<file path="config.mk">
export PLATFORM = sky130hd
export DESIGN_NAME = lv1b_req_gen
export DESIGN_NICKNAME = d
export VERILOG_FILES = /design/src/rtl/lv1b_req_gen.sv
export SDC_FILE = /design/constraint.sdc
export NUM_CORES = 1
export LEC_CHECK = 0
export BUFFER_PORTS_ARGS = -buffer_cell sky130_fd_sc_hd__buf_2
export CORE_ASPECT_RATIO = 1.1
export CORE_MARGIN = 1
export CORE_UTILIZATION = 40
export DETAILED_ROUTE_END_ITERATION = 10
export PLACE_DENSITY = 0.66
export SETUP_SLACK_MARGIN = 0.3
export SLEW_MARGIN = 30
export SYNTH_ARGS = -nofsm -noshare
export SYNTH_HDL_FRONTEND = slang
export SYNTH_SLANG_ARGS = --single-unit
</file>
<file path="constraint.sdc">
create_clock -name clk -period 4.3 [get_ports clk]
set_clock_uncertainty 0.05 [all_clocks]
set_input_delay 0.645 -clock clk [delete_from_list [all_inputs] [get_ports clk]]
set_output_delay 0.645 -clock clk [all_outputs]
set_load 0.01 [all_outputs]
</file>
<file path="src/rtl/lv1b_req_gen.sv">
// lv1b_req_gen: turns an accepted lv1a into one lv1b request that carries
// the number of clusters seen in a programmable window, then holds off.
//
// Ports:
//   clk, rst_n        clock, asynchronous active-low reset
//   in_live           run-live level; low aborts to IDLE, rising edge
//                     clears req_cnt / reject_cnt
//   in_ena, user_ena  enables, checked only when an lv1a is accepted
//   in_lv1a           level-1A accept pulse
//   in_clus_valid     one pulse per cluster found
//   user_window       collection window length (cycles), latched on accept
//   user_holdoff      busy cycles after each request, latched on accept
//   out_lv1a          lv1a echo, aligned with out_lv1b_req
//   out_lv1b_req      one-cycle request pulse
//   out_nclus         saturating cluster count, 0 outside the request
//   out_busy          high in COLLECT, ISSUE and HOLD
//   req_cnt           requests issued since the last live rising edge
//   reject_cnt        lv1a pulses seen while busy (only when the macro
//                     LV1B_REQ_REJECT_CNT_EN is defined, else tied to 0)
module lv1b_req_gen (
    input  logic        clk,
    input  logic        rst_n,
    input  logic        in_live,
    input  logic        in_ena,
    input  logic        in_lv1a,
    input  logic        in_clus_valid,
    input  logic [7:0]  user_window,
    input  logic [15:0] user_holdoff,
    input  logic        user_ena,
    output logic        out_lv1a,
    output logic        out_lv1b_req,
    output logic [3:0]  out_nclus,
    output logic        out_busy,
    output logic [31:0] req_cnt,
    output logic [31:0] reject_cnt
);

    typedef enum logic [1:0] {
        IDLE,
        COLLECT,
        ISSUE,
        HOLD
    } state_t;

    state_t      state_q, state_d;
    // left_q counts down the window in COLLECT and the holdoff in HOLD;
    // it is loaded from user_window on acceptance, so it doubles as the
    // latched window length.
    logic [15:0] left_q, left_d;
    logic [15:0] hold_q, hold_d;
    logic [3:0]  ncl_q, ncl_d;
    logic        live_q;
    logic        accept;
    logic        live_rise;

    assign accept    = (state_q == IDLE) && in_live && in_ena &&
                       user_ena && in_lv1a;
    assign live_rise = in_live && !live_q;
    assign out_busy  = (state_q != IDLE);

    always_comb begin
        state_d = state_q;
        left_d  = left_q;
        hold_d  = hold_q;
        ncl_d   = ncl_q;
        unique case (state_q)
            IDLE: begin
                if (accept) begin
                    ncl_d  = 4'd0;
                    left_d = {8'd0, user_window};
                    hold_d = user_holdoff;
                    if (user_window == 8'd0) state_d = ISSUE;
                    else                     state_d = COLLECT;
                end
            end
            COLLECT: begin
                if (in_clus_valid && (ncl_q != 4'hF))
                    ncl_d = ncl_q + 4'd1;
                left_d = left_q - 16'd1;
                if (left_q == 16'd1) state_d = ISSUE;
            end
            ISSUE: begin
                left_d = hold_q;
                if (hold_q == 16'd0) state_d = IDLE;
                else                 state_d = HOLD;
            end
            HOLD: begin
                left_d = left_q - 16'd1;
                if (left_q == 16'd1) state_d = IDLE;
            end
        endcase
        // Dropping live kills the sequence before a request can be built.
        if (!in_live) state_d = IDLE;
    end

    always_ff @(posedge clk or negedge rst_n) begin
        if (!rst_n) begin
            state_q      <= IDLE;
            left_q       <= '0;
            hold_q       <= '0;
            ncl_q        <= '0;
            live_q       <= 1'b0;
            out_lv1a     <= 1'b0;
            out_lv1b_req <= 1'b0;
            out_nclus    <= '0;
            req_cnt      <= '0;
        end else begin
            state_q      <= state_d;
            left_q       <= left_d;
            hold_q       <= hold_d;
            ncl_q        <= ncl_d;
            live_q       <= in_live;
            out_lv1a     <= (state_d == ISSUE);
            out_lv1b_req <= (state_d == ISSUE);
            out_nclus    <= (state_d == ISSUE) ? ncl_d : 4'd0;
            if (live_rise)
                req_cnt <= '0;
            else if (state_q == ISSUE)
                req_cnt <= req_cnt + 32'd1;
        end
    end

`ifdef LV1B_REQ_REJECT_CNT_EN
    always_ff @(posedge clk or negedge rst_n) begin
        if (!rst_n)
            reject_cnt <= '0;
        else if (live_rise)
            reject_cnt <= '0;
        else if (in_lv1a && in_live && out_busy)
            reject_cnt <= reject_cnt + 32'd1;
    end
`else
    assign reject_cnt = '0;
`endif

endmodule

</file>
==> results.py, run 1 <==
metrics = {
    "logic_synthesis": {
        "synth_top_family_by_area": "simple AND/OR/NAND/NOR gates",
        "synthMuxAreaShare": 0.0689,
        "synth-main-ff-cell": "dfrtp_1",
        "synth_warnings": 0,
        "synthCells": 433,
        "synth_simple_gate_area_frac": 0.211,
        "syn_avg_cell_area_sq_um": 9.56,
        "synth_compound_area_frac": 0.107,
        "synth-edff-count": 0,
        "synth_xor_area_frac": 0.0508,
        "async_reset_ff_frac": 1.00,
        "synth_area_sq_um": 4140,
        "synthAdderAreaFrac": 0.0121,
        "synth-seq-cells": 76,
        "yosysUniqueCellTypes": 55,
        "yosysSeqAreaShare": 0.459,
    },
    "timing": {
        "max_freq_ghz": 0.393,
        "period_share": 0.592,
        "final_hold_viol_count": 0,
        "setup-tns-final_ns": 0,
        "rsz0062_at_grt": "no",
        "setup_ws_ns": 1.76,
        "worst_slew_pin_slew_ns": 0.818,
        "min_period_ns": 2.54,
        "setup_viol": 0,
        "fin_hold_ws_ns": 0.259,
        "max_slew_margin": 0.450,
        "slew_viol_final": 0,
    },
    "clock_network": {
        "cts_tree": "done",
        "cts.reportedPaths.clkPinSlew_ns": 0.08,
        "clock_path_buffers": 2,
        "cts_root_buf": "clkbuf_8",
        "cts.repair.resized": 0,
        "cts.sink_count": 76,
        "holdBufCountCts": 0,
        "clk_latency_ns": 0.35,
        "post_cts_buffers": 0,
        "cts_made_buffers": 9,
        "ctsHtreeMaxLevel": 3,
    },
    "route": {
        "via_per_inst": 5.35,
        "first_iter_violations": 158,
        "routedWlPerCell_microns": 14.5,
        "drtPass1Iterations": 4,
        "drc": 0,
        "ant_nets": 0,
        "vias": 3319,
        "wl_mm": 8.99,
    },
    "final_layout": {
        "final_core_util": 0.468,
        "diodes": 0,
        "fin_area_sq_um": 4670,
        "layout.nets": 530,
        "drive_gt1_frac": 0.230,
        "synthToLayoutAreaGrowth_pct": 12.9,
    },
    "placed_design": {
        "hpwl_mm": 6.43,
        "post-place-ws_ns": 1.76,
        "routabilityCongestion": 0.796,
        "io_buffers": 69,
        "place_area_sq_um": 4450,
    },
    "floorplan": {
        "die_w_microns": 99.0,
        "start_util": 0.415,
        "core_area_sq_um": 9980,
        "die_area_sq_um": 10800,
        "num_io_pins": 102,
        "rows": 38,
        "die_y_microns": 109,
    },
    "power_and_ir_drop": {
        "ir_drop_v": 0.000216,
        "power_per_cell_area_nw_per_um2": 379,
        "leakage_uw": 0.00220,
    },
    "worst_hold_path": {
        "min_path_type": "in2async",
    },
    "global_routing": {
        "grt_pass1_wl_mm": 15.2,
        "grt_pass1_vias": 3165,
        "grt_max_degree": 77,
        "groute.usage.overall": 0.180,
        "antenna_found_initial": 0,
        "overflow": 0,
    },
    "run": {
        "maxCapViolCount": 0,
    },
    "critical_path": {
        "cp.required_ns": 4.53,
        "criticalPathCategory": "reg2reg",
        "arrival_ns": 2.78,
        "path_max_fanout": 19,
        "rr_worst_depth": 5,
        "end_kind": "flip-flop",
        "critPathLaunchType": "flip-flop",
    },
    "run_status": {
        "outcome": "completed",
    },
}
## stage by stage
step                      instances  power [uW]
after floorplan                 464        1110
after global placement          604        1180
after detailed placement        604        1190
after CTS                       620        1790
after global routing            620        1880
final                           620        1770
## sequential cells by signal, summed over array words and instances, names as in the netlist
register,flops
req_cnt,32
hold_q,16
left_q,16
ncl_q,4
out_nclus,4
state_q,2
live_q,1
out_lv1b_req,1
## synth_stat cells (11+ instances only)
cell,n,area share
nand2_1,32,0.029
mux2_2,20,0.054
xor2_1,15,0.032
buf_4,33,0.060
nor2_1,36,0.033
a21oi_1,21,0.025
o21ai_0,28,0.034
inv_1,11,0.010
dfrtp_1,76,0.46
nand4_1,11,0.017
nand3_1,19,0.023
nor4_1,13,0.020
clkbuf_1,12,0.011
## critical path, cell delays in order, from the launching register on
cell	delay, ns
dfrtp_1	0.77
and4b_1	0.38
nand4_1	0.13
or4_1	0.52
or4_1	0.49
a21oi_1	0.14
## placed cells by master, fill, tap and decap left out, types with 11 or more instances in the layout
cell type	n
nand4_1	11
nor4_1	13
nor2_1	36
o21ai_0	28
a21oi_1	21
buf_2	68
dfrtp_1	76
nand2_1	32
xor2_1	15
nand3_1	19
conb_1	32
mux2_2	20
inv_1	11
## report_power, final
group          leakage [uW]  total, uW  switching [uW]  internal (uW)
Clock              0.000102        596             269            327
Sequential          0.00101        903             101            802
Combinational       0.00109        273             144            128
## path summary, 6_finish.rpt
kind                                       start                       to  slack (ns)
hold / removal                             rst_n  req_cnt[11]$_DFFE_PN0P_        0.26
setup reg to reg            state_q[1]$_DFF_PN0_  req_cnt[31]$_DFFE_PN0P_        1.76
min in group clk                         in_live         live_q$_DFF_PN0_        0.44
max in group asynchronous                  rst_n    left_q[0]$_DFFE_PN0P_        3.46
hold reg to reg            left_q[7]$_DFFE_PN0P_    left_q[7]$_DFFE_PN0P_        0.48
setup / recovery            state_q[1]$_DFF_PN0_  req_cnt[31]$_DFFE_PN0P_        1.76
## area by class of cell
type | count | area (sq um)
clock buffer | 10 | 128
clock inverter | 6 | 88.8
fill | 951 | 5310
inverter | 12 | 45.0
multi-input combinational | 324 | 1990
sequential | 76 | 1900
tap | 120 | 150
timing repair buffer | 72 | 374
## cells by family (layout without fill, tap and decap cells)
logic type | after synthesis | in the layout
adder cells (fa/ha/maj) | 4 | 4
other | 1 | 32
XOR/XNOR | 24 | 24
flip-flops | 76 | 76
buffers and inverters | 64 | 100
multiplexers | 26 | 26
AND/OR/NAND/NOR | 165 | 165
AO/OA/AOI/OAI | 73 | 73
## metal layers
metal  up-vias  global-route usage  wire [microns]
met5         -                   0               0
met3        13              0.0417             439
met1      1597               0.237            4170
met4         0              0.0682             178
li1       1603                   -               -
met2       106               0.290            4200
No activity file was read; power rests on OpenSTA's default activity.
==> inputs of run 2 (changes only) <==
ABC_AREA = 1   (was not set)
PLACE_DENSITY = 0.65   (was 0.66)
clock period = 2.7 ns   (was 4.3 ns; I/O delays follow)
==> run 2 against run 1 <==
Against the previous run:
- first-iteration DRC count rose by 1.3%
- synthesized cell count rose by 43%
- critical path type unchanged
- sequential share of layout area fell by 4.1 points
- total power rose by 82%
- die area rose by 8.0%
- largest cell class unchanged
- combinational power rose by 60%
- routed wire length rose by 12%
- non-clock buffer count fell by 1
- synthesized area rose by 8.2%
- sequential cell count did not move
- largest power group is now clock
==> results.py, run 2 <==
metrics = {
    "clock_network": {
        "cts.reportedPaths.clkPinSlew_ns": 0.06,
        "clk_latency_ns": 0.34,
        "cts_tree": "done",
        "cts_root_buf": "clkbuf_16",
        "post_cts_buffers": 0,
        "ctsHtreeMaxLevel": 3,
        "holdBufCountCts": 0,
        "cts_made_buffers": 9,
        "cts.repair.resized": 0,
        "clock_path_buffers": 2,
        "cts.sink_count": 76,
    },
    "timing": {
        "final_hold_viol_count": 0,
        "max_freq_ghz": 0.478,
        "worst_slew_pin_slew_ns": 0.687,
        "rsz0062_at_grt": "no",
        "max_slew_margin": 0.542,
        "setup-tns-final_ns": 0,
        "period_share": 0.775,
        "slew_viol_final": 0,
        "setup_viol": 0,
        "min_period_ns": 2.09,
    },
    "final_layout": {
        "post_layout_nonfiller_instances": 841,
        "layout_common_cells": "nand2_1, nor2_1, dfrtp_1",
        "top_register": "req_cnt",
        "drive_gt1_frac": 0.160,
        "fillers": 1123,
        "final_core_util": 0.477,
        "diodes": 0,
        "largest_reg_flops": 32,
        "top_regs": "req_cnt: 32 flops, hold_q: 16 flops, left_q: 16 flops",
        "synthToLayoutAreaGrowth_pct": 16.1,
        "layout.nets": 724,
        "final_common_cell": "nand2_1",
    },
    "placed_design": {
        "routabilityCongestion": 0.888,
        "place_inst": 825,
        "hpwl_mm": 7.46,
        "io_buffers": 69,
    },
    "run": {
        "maxCapViolCount": 0,
    },
    "worst_hold_path": {
        "min_path_type": "in2async",
    },
    "critical_path": {
        "path_max_fanout": 15,
        "reg2reg_from": "state_q[0]$_DFF_PN0_",
        "critPathLaunchType": "flip-flop",
        "r2r-end": "out_nclus[2]$_DFF_PN0_",
        "end_kind": "flip-flop",
        "rr_worst_depth": 9,
        "cp.required_ns": 2.87,
        "criticalPathCategory": "reg2reg",
        "arrival_ns": 2.26,
        "ff2ff_setup_slack_ns": 0.61,
    },
    "logic_synthesis": {
        "synth-main-ff-cell": "dfrtp_1",
        "yosysMostFrequentCell": "nand2_1",
        "synth-seq-cells": 76,
        "syn_avg_cell_area_sq_um": 7.22,
        "yosysTopAreaCell": "dfrtp_1",
        "synth_area_sq_um": 4480,
        "synth-edff-count": 0,
        "netlist.area_leader.share": 0.425,
        "synth.area.top_cells": "dfrtp_1, nand2_1, nor2_1, buf_4, nand3_1",
        "synth_warnings": 0,
        "synthCells": 620,
        "synth_common_cells": "nand2_1, nor2_1, dfrtp_1, inv_1, nand3_1",
        "yosysUniqueCellTypes": 37,
        "async_reset_ff_frac": 1.00,
        "yosysSeqAreaShare": 0.425,
    },
    "run_status": {
        "outcome": "completed",
    },
    "route": {
        "drtPass1Iterations": 4,
        "wl_mm": 10.0,
        "ant_nets": 0,
        "via_per_inst": 4.85,
        "vias": 4081,
        "drc": 0,
        "first_iter_violations": 160,
        "routedWlPerCell_microns": 11.9,
    },
    "global_routing": {
        "overflow": 0,
        "grt_pass1_wl_mm": 17.2,
        "grt_max_degree": 77,
        "use_met1": 0.244,
        "groute.usage.overall": 0.189,
        "top_usage_layer": "met2",
        "met2_usage": 0.311,
        "grt_pass1_vias": 3792,
        "met3_usage": 0.0358,
        "antenna_found_initial": 0,
    },
    "power_and_ir_drop": {
        "leakage_uw": 0.00272,
        "ir_drop_v": 0.000386,
        "power_per_cell_area_nw_per_um2": 621,
    },
    "floorplan": {
        "die_y_microns": 113,
        "die_w_microns": 103,
        "start_util": 0.411,
        "core_area_sq_um": 10900,
        "num_io_pins": 102,
        "die_area_sq_um": 11600,
        "rows": 40,
    },
}
## run 2: changes by cell type in the layout (fill, tap and decap cells not counted), moves of 7 or more
cell       before  now
clkbuf_16       0    9
clkbuf_8        9    2
inv_1          11   58
nand3_1        19   46
xor2_1         15    3
nor2_1         36   94
mux2_2         20    0
nor4_1         13    0
and3_1          8    0
a21oi_1        21   28
nand2_1        32  178
xnor2_1         9    1
## run 2: layout make-up
class / instances / area, sq um / share of cell area
Multi-Input combinational cell: 468 / 2150 / 0.414
Sequential cell: 76 / 1900 / 0.366
Timing Repair Buffer: 71 / 367 / 0.0705
Clock buffer: 12 / 256 / 0.0493
Inverter: 63 / 244 / 0.0469
Tap cell: 147 / 184 / 0.0354
Clock inverter: 4 / 95.1 / 0.0183
## run 2: cell families (layout without fill, tap and decap cells)
group                      Yosys count  after routing  share of synthesized area
DFF                                 76             76                      0.425
AOI/OAI and AO/OA                   71             71                     0.0877
adders and majority gates            4              4                     0.0112
and+or+nand+nor                    357            357                      0.347
buffers and inverters              107            150                      0.121
other                                1             32                   0.000837
xor gates and xnor gates             4              4                    0.00782
## run 2: metal layers
metal	wire length [microns]	up-vias
met5	0	-
met4	177	0
met3	559	19
met2	4820	131
met1	4480	1880
li1	-	2051
## run 2: metrics by stage
step                      total power (uW)  worst slack [ns]  area [sq um]  hold WS, ns
after floorplan                       1730              1.13          4600       0.0594
after global placement                1820             0.722          4850        0.424
after detailed placement              1840             0.629          4850        0.428
after CTS                             3260             0.614          5200        0.197
after global routing                  3410             0.421          5200        0.116
final                                 3230             0.608          5200       0.0445
## run 2: how the worst max path moves through the flow
stage	start	end	slack, ns
final	state_q[0]$_DFF_PN0_	out_nclus[2]$_DFF_PN0_	0.61
after global routing	state_q[0]$_DFF_PN0_	out_nclus[3]$_DFF_PN0_	0.42
after CTS	state_q[0]$_DFF_PN0_	out_nclus[2]$_DFF_PN0_	0.61
after detailed placement	state_q[0]$_DFF_PN0_	out_nclus[2]$_DFF_PN0_	0.63
after global placement	state_q[0]$_DFF_PN0_	out_nclus[2]$_DFF_PN0_	0.72
after floorplan	req_cnt[0]$_DFFE_PN0P_	req_cnt[30]$_DFFE_PN0P_	1.13
## run 2: where the power goes
group          total (uW)  internal (uW)  switching, uW
clock network        1410            952            459
logic                 438            158            280
registers            1380           1260            123
## run 2: worst max-delay path, stage by stage, from the launching register on
cell and delay, ns:
dfrtp_1 0.71, inv_4 0.15, nand2_4 0.13, inv_4 0.06
nand2_2 0.20, inv_2 0.16, nor2_1 0.19, inv_1 0.09
a21boi_1 0.17, nor2_1 0.07
==> inputs of run 3 (changes only) <==
ABC_AREA = 0   (was 1)
PLACE_DENSITY = 0.66   (was 0.65)
clock period = 2 ns   (was 2.7 ns; I/O delays follow)
==> run 3 against run 2 <==
Against the previous run:
- utilization increased by 8.5 points
- routed wire length rose by 4.6%
- critical path depth decreased by 4
- final cell count down 18%
- die area shrank 7.4%
- highest routed layer unchanged
==> results.py, run 3 (same netlist as run 1, synthesis figures left out) <==
metrics = {
    "run_status": {
        "outcome": "completed",
    },
    "power_and_ir_drop": {
        "leakage_uw": 0.00262,
        "ir_drop_v": 0.000580,
        "power_uw": 4190,
        "power_per_cell_area_nw_per_um2": 747,
    },
    "clock_network": {
        "ctsHtreeMaxLevel": 3,
        "cts.sink_count": 76,
        "cts_tree": "done",
        "clock_path_buffers": 2,
        "cts_made_buffers": 9,
        "cts.reportedPaths.clkPinSlew_ns": 0.09,
        "clk_latency_ns": 0.36,
        "cts_root_buf": "clkbuf_8",
    },
    "route": {
        "drtPass1Iterations": 5,
        "via_per_inst": 5.32,
        "ant_nets": 0,
        "wl_mm": 10.5,
        "vias": 3648,
        "drc": 0,
        "first_iter_violations": 150,
        "routedWlPerCell_microns": 15.3,
    },
    "timing": {
        "setup_viol": 0,
        "min_period_ns": 1.96,
        "period_share": 0.978,
        "max_freq_ghz": 0.511,
        "slew_viol_final": 0,
        "rsz0062_at_grt": "yes",
        "final_hold_viol_count": 0,
        "fin_hold_ws_ns": 0.0912,
    },
    "global_routing": {
        "grt_pass1_wl_mm": 16.6,
        "overflow": 0,
        "groute.usage.overall": 0.200,
        "grt_pass1_vias": 3488,
        "antenna_found_initial": 0,
        "grt_max_degree": 39,
    },
    "final_layout": {
        "drive_gt1_frac": 0.428,
        "diodes": 0,
        "top_regs": "req_cnt: 32 flops, hold_q: 16 flops, left_q: 16 flops",
        "post_layout_nonfiller_instances": 686,
        "top_register": "req_cnt",
        "final_common_cell": "dfrtp_1",
        "synthToLayoutAreaGrowth_pct": 35.4,
        "layout_common_cells": "dfrtp_1, buf_2, buf_4",
        "layout.nets": 596,
        "largest_reg_flops": 32,
    },
    "floorplan": {
        "die_y_microns": 109,
        "die_area_sq_um": 10800,
        "start_util": 0.415,
        "die_w_microns": 99.0,
        "rows": 38,
        "num_io_pins": 102,
        "core_area_sq_um": 9980,
    },
    "critical_path": {
        "critPathLaunchType": "flip-flop",
        "cp_slowest_stage_delay_ns": 0.48,
        "cpLargestDelayFamily": "simple AND/OR/NAND/NOR gates",
        "criticalPathCategory": "reg2reg",
        "cp_num_buf_inv": 0,
        "cp.required_ns": 2.24,
        "critPathSlowestCell": "or4_4",
        "ff2ff_setup_slack_ns": 0.04,
        "crit_chain": "and4b_1 -> nand4_1 -> or4_4 -> or4_1 -> a21oi_1",
        "reg2reg_from": "state_q[0]$_DFF_PN0_",
        "path_max_fanout": 6,
        "end_kind": "flip-flop",
        "rr_worst_depth": 5,
        "r2r-end": "req_cnt[31]$_DFFE_PN0P_",
        "arrival_ns": 2.20,
    },
    "run": {
        "maxCapViolCount": 0,
    },
    "worst_hold_path": {
        "holdPathEnd": "live_q$_DFF_PN0_",
        "hold_start": "in_live",
        "min_path_type": "in2reg",
        "holdPathStages": 1,
    },
    "placed_design": {
        "io_buffers": 69,
        "place_inst": 645,
        "routabilityCongestion": 0.828,
        "hpwl_mm": 7.11,
    },
}
[run 3: cell count changes in the layout (fill, tap and decap cells not counted), sizes merged, moves of 9 or more]
cell,previous run,this run
nand2,184,32
nor2,103,36
buf,71,137
inv,63,13
nand3,48,20
mux2,0,20
nor4,0,13
xor2,3,15
and3,0,9
[run 3: where the power goes]
group	switching, uW	total [uW]	internal, uW	leakage (uW)
combinational	476	998	522	0.00152
clock	582	1200	615	0.0000999
sequential	262	1990	1730	0.00100
total	1320	4190	2870	0.00262
[run 3: final cells by class]
cell class              count  area [sq um]
repair buffers            138           953
fillers                   864          4380
multi-input cells         324          2350
well taps                 120           150
clock buffers              11           141
inverters                  12          45.0
clock inverters             5          60.1
flip-flops and latches     76          1910
[run 3: per-layer routing]
layer / part of all wire / GRT usage / wire, microns / up-vias
li1: - / - / - / 1729
met1: 0.44 / 0.253 / 4620 / 1780
met2: 0.50 / 0.326 / 5230 / 118
met3: 0.041 / 0.0429 / 428 / 21
met4: 0.022 / 0.0949 / 229 / 0
met5: 0 / 0 / 0 / -
[run 3: timing repair]
action | in CTS | in global routing
gates cloned | 0 | 1
resized for setup | 40 | 60
pin swaps | 16 | 25
endpoints found under the hold margin | 35 | 0
endpoints found under the setup margin | 49 | 54
hold buffers | 1 | 0
setup buffers | 12 | 11
[run 3: worst max-delay path by stage]
stage                     slack (ns)                    start                 endpoint  cells after the start
final                           0.04     state_q[0]$_DFF_PN0_  req_cnt[31]$_DFFE_PN0P_                      5
after global placement          0.08  req_cnt[15]$_DFFE_PN0P_  req_cnt[31]$_DFFE_PN0P_                      5
after global routing           -0.04     state_q[0]$_DFF_PN0_  req_cnt[31]$_DFFE_PN0P_                      5
after floorplan                -0.06   req_cnt[3]$_DFFE_PN0P_  req_cnt[31]$_DFFE_PN0P_                      7
after CTS                        0.1     state_q[0]$_DFF_PN0_  req_cnt[31]$_DFFE_PN0P_                      5
after detailed placement        0.02  req_cnt[11]$_DFFE_PN0P_  req_cnt[31]$_DFFE_PN0P_                      5
[run 3: stage by stage]
step	setup slack (ns)	cell area, sq um	util	TNS, ns
floorplan	-0.0598	4340	-	-0.0598
global placement	0.0836	4830	0.483	0
detailed placement	0.0154	4830	0.483	0
CTS	0.0978	5290	0.530	0
global route	-0.0374	5610	0.562	-0.0374
finish	0.0436	5610	0.562	0
